File: src/rtl/spi_master_arbiter.sv
// spi_master_arbiter
//   Shares one SPI master between NUM_REQ requesters. Requesters are served in
//   round-robin order. Each transaction walks IDLE -> SETUP -> ACTIVE -> HOLD:
//   the owner's chip select drops, the master is enabled after CS_SETUP cycles,
//   completion is detected when the master reports the requested byte count,
//   and CS stays low for CS_HOLD more cycles so the master can finish its
//   byte boundary. An ACTIVE phase longer than TIMEOUT cycles is aborted and
//   reported as an error.
//
// Ports
//   clk_i, rst_i     clock, synchronous active-high reset
//   req_i            per-requester request, held until done_o
//   req_wdata_i      write word, requester k at [32k+:32]
//   req_bytes_i      byte count 1..4, requester k at [3k+:3]
//   grant_o          one-hot current owner
//   done_o / err_o   one-cycle completion / error pulses per requester
//   rdata_o          read word, valid with done_o
//   cs_n_o           active-low chip selects
//   spi_enable_o     master enable
//   spi_wdata_o      master write word
//   spi_bytes_o      master write byte count
//   spi_rdata_i      master read word
//   spi_rbytes_i     master read byte count
module spi_master_arbiter #(
   parameter int NUM_REQ  = 4,
   parameter int CS_SETUP = 4,
   parameter int CS_HOLD  = 16,
   parameter int TIMEOUT  = 4096
) (
   input  logic                   clk_i,
   input  logic                   rst_i,
   input  logic [NUM_REQ-1:0]     req_i,
   input  logic [32*NUM_REQ-1:0]  req_wdata_i,
   input  logic [3*NUM_REQ-1:0]   req_bytes_i,
   output logic [NUM_REQ-1:0]     grant_o,
   output logic [NUM_REQ-1:0]     done_o,
   output logic [NUM_REQ-1:0]     err_o,
   output logic [31:0]            rdata_o,
   output logic [NUM_REQ-1:0]     cs_n_o,
   output logic                   spi_enable_o,
   output logic [31:0]            spi_wdata_o,
   output logic [2:0]             spi_bytes_o,
   input  logic [31:0]            spi_rdata_i,
   input  logic [2:0]             spi_rbytes_i
);

   localparam int IDX_W   = (NUM_REQ > 1) ? $clog2(NUM_REQ) : 1;
   localparam int MAX_AB  = (CS_SETUP > CS_HOLD) ? CS_SETUP : CS_HOLD;
   localparam int CNT_MAX = (TIMEOUT > MAX_AB) ? TIMEOUT : MAX_AB;
   localparam int CNT_W   = $clog2(CNT_MAX + 1);

   localparam logic [CNT_W-1:0] SETUP_LAST = CNT_W'(CS_SETUP - 1);
   localparam logic [CNT_W-1:0] HOLD_LAST  = CNT_W'(CS_HOLD - 1);
   localparam logic [CNT_W-1:0] TO_LAST    = CNT_W'(TIMEOUT - 1);
   localparam logic [CNT_W-1:0] CNT_SAT    = CNT_W'(CNT_MAX);

   typedef enum logic [1:0] {IDLE, SETUP, ACTIVE, HOLD} state_t;

   state_t                 state, state_n;
   logic [CNT_W-1:0]       cnt, cnt_n;
   logic [IDX_W-1:0]       owner, owner_n;
   logic [IDX_W-1:0]       rr_ptr, rr_ptr_n;
   logic                   timed_out, timed_out_n;

   logic [NUM_REQ-1:0]     grant_n, done_n, err_n, cs_n_n;
   logic [31:0]            rdata_n, wdata_n;
   logic [2:0]             bytes_n;
   logic                   enable_n;

   logic                   pick_valid;
   logic [IDX_W-1:0]       pick_idx;
   logic [2:0]             pick_bytes;
   logic [31:0]            pick_wdata;

   function automatic logic [NUM_REQ-1:0] onehot(input logic [IDX_W-1:0] idx);
      logic [NUM_REQ-1:0] v;
      v = '0;
      v[idx] = 1'b1;
      return v;
   endfunction

   function automatic logic [IDX_W-1:0] next_idx(input logic [IDX_W-1:0] idx);
      if (idx == IDX_W'(NUM_REQ - 1)) return '0;
      return idx + IDX_W'(1);
   endfunction

   function automatic logic [CNT_W-1:0] cnt_inc(input logic [CNT_W-1:0] c);
      if (c == CNT_SAT) return c;
      return c + CNT_W'(1);
   endfunction

   // First requester at or after rr_ptr, wrapping around.
   always_comb begin
      int idx;
      idx        = 0;
      pick_valid = 1'b0;
      pick_idx   = '0;
      for (int i = 0; i < NUM_REQ; i++) begin
         idx = int'(rr_ptr) + i;
         if (idx >= NUM_REQ) idx = idx - NUM_REQ;
         if (!pick_valid && req_i[idx]) begin
            pick_valid = 1'b1;
            pick_idx   = IDX_W'(idx);
         end
      end
      pick_bytes = req_bytes_i[3*int'(pick_idx) +: 3];
      pick_wdata = req_wdata_i[32*int'(pick_idx) +: 32];
   end

   always_comb begin
      state_n     = state;
      cnt_n       = cnt;
      owner_n     = owner;
      rr_ptr_n    = rr_ptr;
      timed_out_n = timed_out;
      grant_n     = grant_o;
      done_n      = '0;
      err_n       = '0;
      cs_n_n      = cs_n_o;
      rdata_n     = rdata_o;
      wdata_n     = spi_wdata_o;
      bytes_n     = spi_bytes_o;
      enable_n    = spi_enable_o;

      unique case (state)
         IDLE: begin
            if (pick_valid) begin
               if (pick_bytes >= 3'd1 && pick_bytes <= 3'd4) begin
                  state_n     = SETUP;
                  cnt_n       = '0;
                  owner_n     = pick_idx;
                  timed_out_n = 1'b0;
                  grant_n     = onehot(pick_idx);
                  cs_n_n      = ~onehot(pick_idx);
                  wdata_n     = pick_wdata;
                  bytes_n     = pick_bytes;
               end else begin
                  // Bad byte count: reject without touching CS, move the pointer on.
                  err_n    = onehot(pick_idx);
                  rr_ptr_n = next_idx(pick_idx);
               end
            end
         end
         SETUP: begin
            if (cnt == SETUP_LAST) begin
               state_n  = ACTIVE;
               cnt_n    = '0;
               enable_n = 1'b1;
            end else begin
               cnt_n = cnt_inc(cnt);
            end
         end
         ACTIVE: begin
            if (spi_rbytes_i == spi_bytes_o) begin
               state_n  = HOLD;
               cnt_n    = '0;
               enable_n = 1'b0;
               rdata_n  = spi_rdata_i;
            end else if (cnt == TO_LAST) begin
               state_n     = HOLD;
               cnt_n       = '0;
               enable_n    = 1'b0;
               timed_out_n = 1'b1;
            end else begin
               cnt_n = cnt_inc(cnt);
            end
         end
         HOLD: begin
            if (cnt == HOLD_LAST) begin
               state_n  = IDLE;
               cnt_n    = '0;
               cs_n_n   = '1;
               grant_n  = '0;
               rr_ptr_n = next_idx(owner);
               if (timed_out) err_n  = onehot(owner);
               else           done_n = onehot(owner);
            end else begin
               cnt_n = cnt_inc(cnt);
            end
         end
         default: state_n = IDLE;
      endcase
   end

   always_ff @(posedge clk_i) begin
      if (rst_i) begin
         state        <= IDLE;
         cnt          <= '0;
         owner        <= '0;
         rr_ptr       <= '0;
         timed_out    <= 1'b0;
         grant_o      <= '0;
         done_o       <= '0;
         err_o        <= '0;
         cs_n_o       <= '1;
         rdata_o      <= '0;
         spi_wdata_o  <= '0;
         spi_bytes_o  <= '0;
         spi_enable_o <= 1'b0;
      end else begin
         state        <= state_n;
         cnt          <= cnt_n;
         owner        <= owner_n;
         rr_ptr       <= rr_ptr_n;
         timed_out    <= timed_out_n;
         grant_o      <= grant_n;
         done_o       <= done_n;
         err_o        <= err_n;
         cs_n_o       <= cs_n_n;
         rdata_o      <= rdata_n;
         spi_wdata_o  <= wdata_n;
         spi_bytes_o  <= bytes_n;
         spi_enable_o <= enable_n;
      end
   end

endmodule

File: config.mk
export PLATFORM = sky130hd
export DESIGN_NAME = spi_master_arbiter
export DESIGN_NICKNAME = d
export VERILOG_FILES = /design/src/rtl/spi_master_arbiter.sv
export SDC_FILE = /design/constraint.sdc
export NUM_CORES = 1
export LEC_CHECK = 0
export CORE_MARGIN = 5
export CORE_UTILIZATION = 30
export CTS_BUF_LIST = sky130_fd_sc_hd__clkbuf_2
export CTS_CLUSTER_DIAMETER = 100
export DETAILED_ROUTE_END_ITERATION = 7
export GPL_TIMING_DRIVEN = 0
export PLACE_DENSITY = 0.71
export SYNTH_ARGS = -nofsm -noshare
export SYNTH_HDL_FRONTEND = slang
export SYNTH_SLANG_ARGS = --single-unit
File: constraint.sdc
create_clock -name clk_i -period 9 [get_ports clk_i]
set_input_delay 2.25 -clock clk_i [delete_from_list [all_inputs] [get_ports clk_i]]
set_output_delay 2.25 -clock clk_i [all_outputs]
set_load 0.01 [all_outputs]
==> results of run 1 <==
-- per-layer routing --
| metal | vias to the layer above | share of wire | global-route usage |
|---|---|---|---|
| li1 | 3364 | - | - |
| met1 | 3110 | 0.41 | 0.2379 |
| met2 | 278 | 0.48 | 0.3455 |
| met3 | 36 | 0.091 | 0.06246 |
| met4 | 2 | 0.018 | 0.06236 |
| met5 | - | 0.00057 | 0 |
-- through the flow --
| step | util | hold slack [ns] | setup slack, ns |
|---|---|---|---|
| detailed placement | 0.4617 | 0.4465 | 3.296 |
| global route | 0.4682 | 0.4870 | 3.791 |
| floorplan | - | 0.4586 | 4.517 |
| global placement | 0.4617 | 0.4411 | 3.337 |
| finish | 0.4682 | 0.4712 | 3.998 |
| CTS | 0.4679 | 0.4710 | 4.054 |
-- final timing paths --
path	slack (ns)	cells past startpoint	end
worst max register to register	5.70	12	spi_wdata_o[19]
worst min-delay path	0.47	2	rdata_o[25]
worst max-delay path	4.00	13	spi_wdata_o[19]
worst min register to register	0.47	2	rdata_o[25]
-- critical path, cell delays in order --
cell	delay (ns)
clkdlybuf4s50_1	0.51
nor2b_1	0.21
nor2b_1	0.14
or3_1	0.36
buf_6	0.15
clkinv_4	0.08
nand3_2	0.11
a22oi_4	0.38
xnor2_1	0.21
clkbuf_1	0.46
clkbuf_1	0.43
o21ai_0	0.13
a21oi_1	0.17
-- logic make-up (layout without fill, tap and decap cells) --
logic type               after synthesis  in the layout
multiplexers                           5              5
buffers and inverters                 73            353
XOR/XNOR                               5              5
other                                  0              2
AO/OA/AOI/OAI                        216            216
adder cells (fa/ha/maj)               15             15
flip-flops                           104            104
AND/OR/NAND/NOR                      379            379
-- report_power, final --
part	total (W)	internal, W	leakage (nW)	switching (W)
clock network	0.000235	0.0000462	0.0710	0.000189
logic	0.00115	0.000455	2.32	0.000700
registers	0.000609	0.000552	0.845	0.0000562
-- cell usage in the layout (no fill, tap or decap), drive strengths merged, types with 2 or more instances in the layout --
| cell | count |
|---|---|
| buf | 12 |
| clkdlybuf4s50 | 264 |
| o2111ai | 32 |
| a21oi | 77 |
| nor3 | 7 |
| a211o | 3 |
| o211a | 2 |
| a221oi | 2 |
| ha | 15 |
| and2 | 8 |
| mux2i | 5 |
| nand4 | 4 |
| inv | 16 |
| a31oi | 3 |
| clkbuf | 56 |
| nand2 | 247 |
| nor2b | 5 |
| a21o | 2 |
| diode | 2 |
| or2 | 2 |
| nand3 | 61 |
| a22oi | 5 |
| o21ai | 52 |
| and3 | 5 |
| a41o | 2 |
| a32o | 4 |
| nor4 | 4 |
| o31ai | 3 |
| a22o | 4 |
| or4 | 2 |
| clkinv | 4 |
| xnor2 | 4 |
| o311ai | 12 |
| nor2 | 29 |
| dfxtp | 104 |
| o41ai | 5 |
-- final cells by class --
| class | instances | area share |
|---|---|---|
| diodes | 2 | 0.0005696 |
| inverters | 14 | 0.006550 |
| plain buffers | 59 | 0.02748 |
| flip-flops and latches | 104 | 0.2369 |
| clock buffers | 9 | 0.005126 |
| multi-input cells | 620 | 0.3812 |
| well taps | 234 | 0.03332 |
| clock inverters | 7 | 0.008116 |
| repair buffers | 264 | 0.3007 |
-- state kept, by name, indices dropped and copies added, names as in the netlist, 2 cells and up --
name	cells
cnt	13
cs_n_o	4
done_o	4
err_o	4
grant_o	4
owner	2
rdata_o	32
rr_ptr	2
spi_bytes_o	3
spi_wdata_o	32
state	2
==> flow_summary.json, run 1 <==
{
  "final_cells": 1313,
  "tightest_slew_ns": 0.9747,
  "ys_types": 58,
  "synth_cells": 797,
  "vdd_drop_max_mv": 0.09906,
  "fp.dieArea_um2": 21970,
  "p_per_area_nw_per_um2": 227.5,
  "coreArea_um2": 18770,
  "drt_iter0_drc": 355,
  "synth.most_common_cell": "nand2_1",
  "synth_mux_area_frac": 0.008734,
  "avgSynthCellArea_um2": 7.190,
  "drc": 0,
  "final_area_um2": 8787,
  "timing.slew.headroom": 0.3446,
  "nets": 1268,
  "grt_pass1_vias": 6546,
  "clk_path_buf_depth": 2,
  "worstPathArrival_ns": 5.60,
  "synthSimpleGateAreaFrac": 0.2841,
  "wl_um": 22880,
  "cp.required_ns": 9.60,
  "yosysTopAreaCell": "dfxtp_1",
  "hold_violations": 0,
  "ant_nets": 0,
  "power_w": 0.001999,
  "grt_setup_unrepaired": "no",
  "rows": 50,
  "min_path_type": "reg2reg",
  "antenna_found_initial": 2,
  "synth-async-reset-ratio": 0,
  "grt_max_degree": 21,
  "vias_per_cell": 5.171,
  "synth_top_family_by_area": "simple AND/OR/NAND/NOR gates",
  "cp-end-kind": "register",
  "maxCapViolations": 0,
  "setup_viol": 0,
  "insertion_delay_ns": 0.66,
  "crit_start": "req_i[2]",
  "synth_adder_area_share": 0.03275,
  "netlist.area_leader.share": 0.3633,
  "synthToLayoutAreaGrowth_pct": 53.34,
  "regArea_um2": 2082,
  "synth-compound-area-share": 0.2500,
  "cts-root-buf": "clkbuf_2",
  "cts_made_buffers": 9,
  "vias": 6790,
  "syn_area_um2": 5730,
  "gp_congestion": 0.9004,
  "multi_input_area_um2": 3349,
  "fillers": 1927,
  "reg2reg_from": "rr_ptr[1]",
  "fin_crit_ns": 5.002,
  "hp-start": "rdata_o[25]",
  "fin_setup_tns_ns": 0,
  "yosysSeqAreaShare": 0.3633,
  "synth_edf_count": 0,
  "grt_pass1_wl_um": 35110,
  "dp.cells": 1295,
  "finalClockSkew_ns": 0.04497,
  "synth-seq-cells": 104,
  "hold_buffers": 0,
  "io_buffers": 264,
  "wire_per_inst_um": 17.42,
  "postPlaceCellArea_um2": 8666,
  "fp.dieW_um": 148.2,
  "postCtsSetupBuffers": 0,
  "drive_above_1_share": 0.03157,
  "period_share": 0.5557,
  "p_leak_nw": 3.233,
  "chipHeight_um": 148.2,
  "synth_xor_area_frac": 0.008952,
  "overflow": 0,
  "drv_slew": 0,
  "drt-pass1-iter-count": 5,
  "grt.total_usage": 0.2001,
  "critPathKind": "in2reg",
  "start_kind": "primary input",
  "synth-main-ff-cell": "dfxtp_1",
  "status": "completed",
  "path_max_fanout": 10,
  "synth.area.top_cells": "dfxtp_1 36%, nand2_1 16%, a21oi_1 6.7%, nand3_1 5.2%, o2111ai_1 4.9%",
  "syn_nets": 993,
  "clkTransAtPathRegs_ns": 0.35,
  "yosys_warnings": 0,
  "cts_tree": "done",
  "htreeDepth": 3,
  "cts_sinks": 104,
  "cts_resized": 0,
  "ios": 265,
  "max_freq_ghz": 0.1999,
  "dp_hpwl_um": 17880,
  "start_util": 0.3053,
  "synthTopCellsByCount": "247 x nand2_1, 104 x dfxtp_1, 77 x a21oi_1, 59 x nand3_1, 47 x clkbuf_1"
}
Power figures use the tool's default switching activity.
==> inputs of run 2 (changes only) <==
--- a/config.mk
+++ b/config.mk
@@ -11,7 +11,7 @@
 export CTS_CLUSTER_DIAMETER = 100
 export DETAILED_ROUTE_END_ITERATION = 7
 export GPL_TIMING_DRIVEN = 0
-export PLACE_DENSITY = 0.71
+export PLACE_DENSITY = 0.74
 export SYNTH_ARGS = -nofsm -noshare
 export SYNTH_HDL_FRONTEND = slang
 export SYNTH_SLANG_ARGS = --single-unit
==> constraint.sdc (replaced) <==
create_clock -name clk_i -period 4 [get_ports clk_i]
set_input_delay 1 -clock clk_i [delete_from_list [all_inputs] [get_ports clk_i]]
set_output_delay 1 -clock clk_i [all_outputs]
set_load 0.01 [all_outputs]
==> flow_summary.json, run 2 (same netlist as run 1, synthesis figures left out) <==
{
  "clk_path_buf_depth": 2,
  "critPathKind": "in2reg",
  "start_util": 0.3053,
  "worst_slack_ns": 0.1942,
  "grt_max_degree": 20,
  "switchingPower_w": 0.002114,
  "cp-end-kind": "register",
  "wire_per_inst_um": 17.29,
  "drv_slew": 0,
  "cp.required_ns": 4.58,
  "cts_made_buffers": 9,
  "wl_um": 22690,
  "fin_crit_ns": 3.806,
  "p_int_w": 0.002365,
  "regToRegSetupSlack_ns": 0.67,
  "cts_resized": 0,
  "rows": 50,
  "clkPwrFrac": 0.113,
  "setup_viol": 0,
  "fp.dieArea_um2": 21970,
  "p_sw_frac": 0.4720,
  "path_max_fanout": 10,
  "reg.largest.list": "rdata_o x32, spi_wdata_o x32, cnt x13",
  "worstPathArrival_ns": 4.39,
  "cp_num_buf_inv": 5,
  "grt.total_usage": 0.2012,
  "hold_violations": 0,
  "vias": 6736,
  "drt_iter0_drc": 349,
  "insertion_delay_ns": 0.64,
  "crit_chain": "clkdlybuf4s50_1 > nor2b_1 > nor2b_1 > or3_1 > buf_6 > clkinv_4 > nand3_4 > a22oi_4 > xnor2_1 > clkbuf_1 > clkbuf_1 > o21ai_0 > a21oi_1",
  "chipHeight_um": 148.2,
  "vdd_drop_max_mv": 0.3150,
  "fin_setup_tns_ns": 0,
  "io_buffers": 264,
  "gp_congestion": 0.8937,
  "synthToLayoutAreaGrowth_pct": 53.19,
  "timing.slew.headroom": 0.4044,
  "nets": 1268,
  "finalClockSkew_ns": 0.04198,
  "antenna_found_initial": 1,
  "pwr-share-seq": 0.306,
  "endpoint": "spi_wdata_o[15]",
  "ios": 265,
  "p_per_area_nw_per_um2": 510.3,
  "grt_setup_unrepaired": "no",
  "ff2ff_path_depth": 12,
  "clkTransAtPathRegs_ns": 0.32,
  "drc": 0,
  "slowest_delay_ns": 0.53,
  "ant_nets": 0,
  "reg2reg_to": "spi_wdata_o[15]",
  "grt_pass1_wl_um": 35370,
  "fp.dieW_um": 148.2,
  "final_common_cell": "clkdlybuf4s50_1",
  "min_path_type": "reg2reg",
  "postCtsSetupBuffers": 0,
  "drive_above_1_share": 0.03157,
  "crit_slowest_cell": "clkdlybuf4s50_1",
  "period_share": 0.9514,
  "cts_tree": "done",
  "tightest_slew_ns": 0.8858,
  "maxCapViolations": 0,
  "max_freq_ghz": 0.2628,
  "p_leak_nw": 3.231,
  "power_w": 0.004479,
  "grt_pass1_vias": 6503,
  "vias_per_cell": 5.134,
  "crit_cells": 13,
  "dp_hpwl_um": 17930,
  "hold_buffers": 0,
  "cts_sinks": 104,
  "cts-root-buf": "clkbuf_2",
  "coreArea_um2": 18770,
  "reg2reg_from": "rr_ptr[1]",
  "combPwrFrac": 0.581,
  "overflow": 0,
  "place_ws_ns": -0.4343,
  "start_kind": "primary input",
  "status": "completed",
  "cp_top_family": "buffers and inverters",
  "drt-pass1-iter-count": 5,
  "htreeDepth": 3,
  "crit_start": "req_i[2]",
  "final_cell_mix": "264 x clkdlybuf4s50_1, 247 x nand2_1, 104 x dfxtp_1"
}
run 2: changes by cell type in the layout (fill, tap and decap cells not counted):
| cell | delta |
|---|---|
| diode_2 | -1 |
| clkinv_2 | +1 |
| inv_8 | -1 |
run 2: worst min path at each step:
stage | from | endpoint | depth (start not counted) | slack [ns]
after floorplan | cnt[4] | cnt[4] | 1 | 0.46
after global placement | rdata_o[7] | rdata_o[7] | 2 | 0.44
after detailed placement | rdata_o[7] | rdata_o[7] | 2 | 0.45
after CTS | rdata_o[7] | rdata_o[7] | 2 | 0.47
after global routing | rdata_o[18] | rdata_o[18] | 2 | 0.49
final | rdata_o[7] | rdata_o[7] | 2 | 0.47
run 2: per-layer routing:
| metal | vias to the layer above | share of wire | track usage |
|---|---|---|---|
| met3 | 38 | 0.081 | 0.04966 |
| met2 | 271 | 0.48 | 0.3460 |
| met1 | 3070 | 0.41 | 0.2452 |
| li1 | 3357 | - | - |
| met4 | 0 | 0.025 | 0.07067 |
| met5 | - | 0 | 0 |
run 2: final cells by class:
type                       instances  area [µm²]
buffer                            59       241.5
tap                              234       292.8
antenna                            1       2.502
fill                            1952        9990
clock inverter                     7       65.06
sequential                       104        2082
multi-input combinational        620        3349
timing repair buffer             264        2643
inverter                          14       57.56
clock buffer                       9       45.04
run 2: power groups by stage:
| stage | clock, W | sequential, W | combinational, W |
|---|---|---|---|
| after floorplan | 0 | 0.00145 | 0.00140 |
| after CTS | 0.000536 | 0.00137 | 0.00260 |
| after global routing | 0.000574 | 0.00140 | 0.00285 |
| after global placement | 0 | 0.00139 | 0.00258 |
| final | 0.000506 | 0.00137 | 0.00260 |
| after detailed placement | 0 | 0.00139 | 0.00259 |
run 2: worst register-to-register path, cell delays in order (launching register included):
cell and delay, ns:
dfxtp_1 0.50, mux2i_1 0.22, nor2_1 0.05, or3_1 0.38, buf_6 0.15, clkinv_4 0.10, nand3_4 0.09, a22oi_4 0.43
xnor2_1 0.22, clkbuf_1 0.41, clkbuf_1 0.44, o21ai_0 0.16, a21oi_1 0.15
run 2: stage by stage:
| stage | cell area [µm²] | std cells | utilization | hold slack, ns |
|---|---|---|---|---|
| after floorplan | 5731 | 797 | - | 0.4586 |
| after global placement | 8666 | 1295 | 0.4617 | 0.4411 |
| after detailed placement | 8666 | 1295 | 0.4617 | 0.4466 |
| after CTS | 8776 | 1311 | 0.4676 | 0.4728 |
| after global routing | 8778 | 1312 | 0.4677 | 0.4893 |
| final | 8778 | 1312 | 0.4677 | 0.4703 |
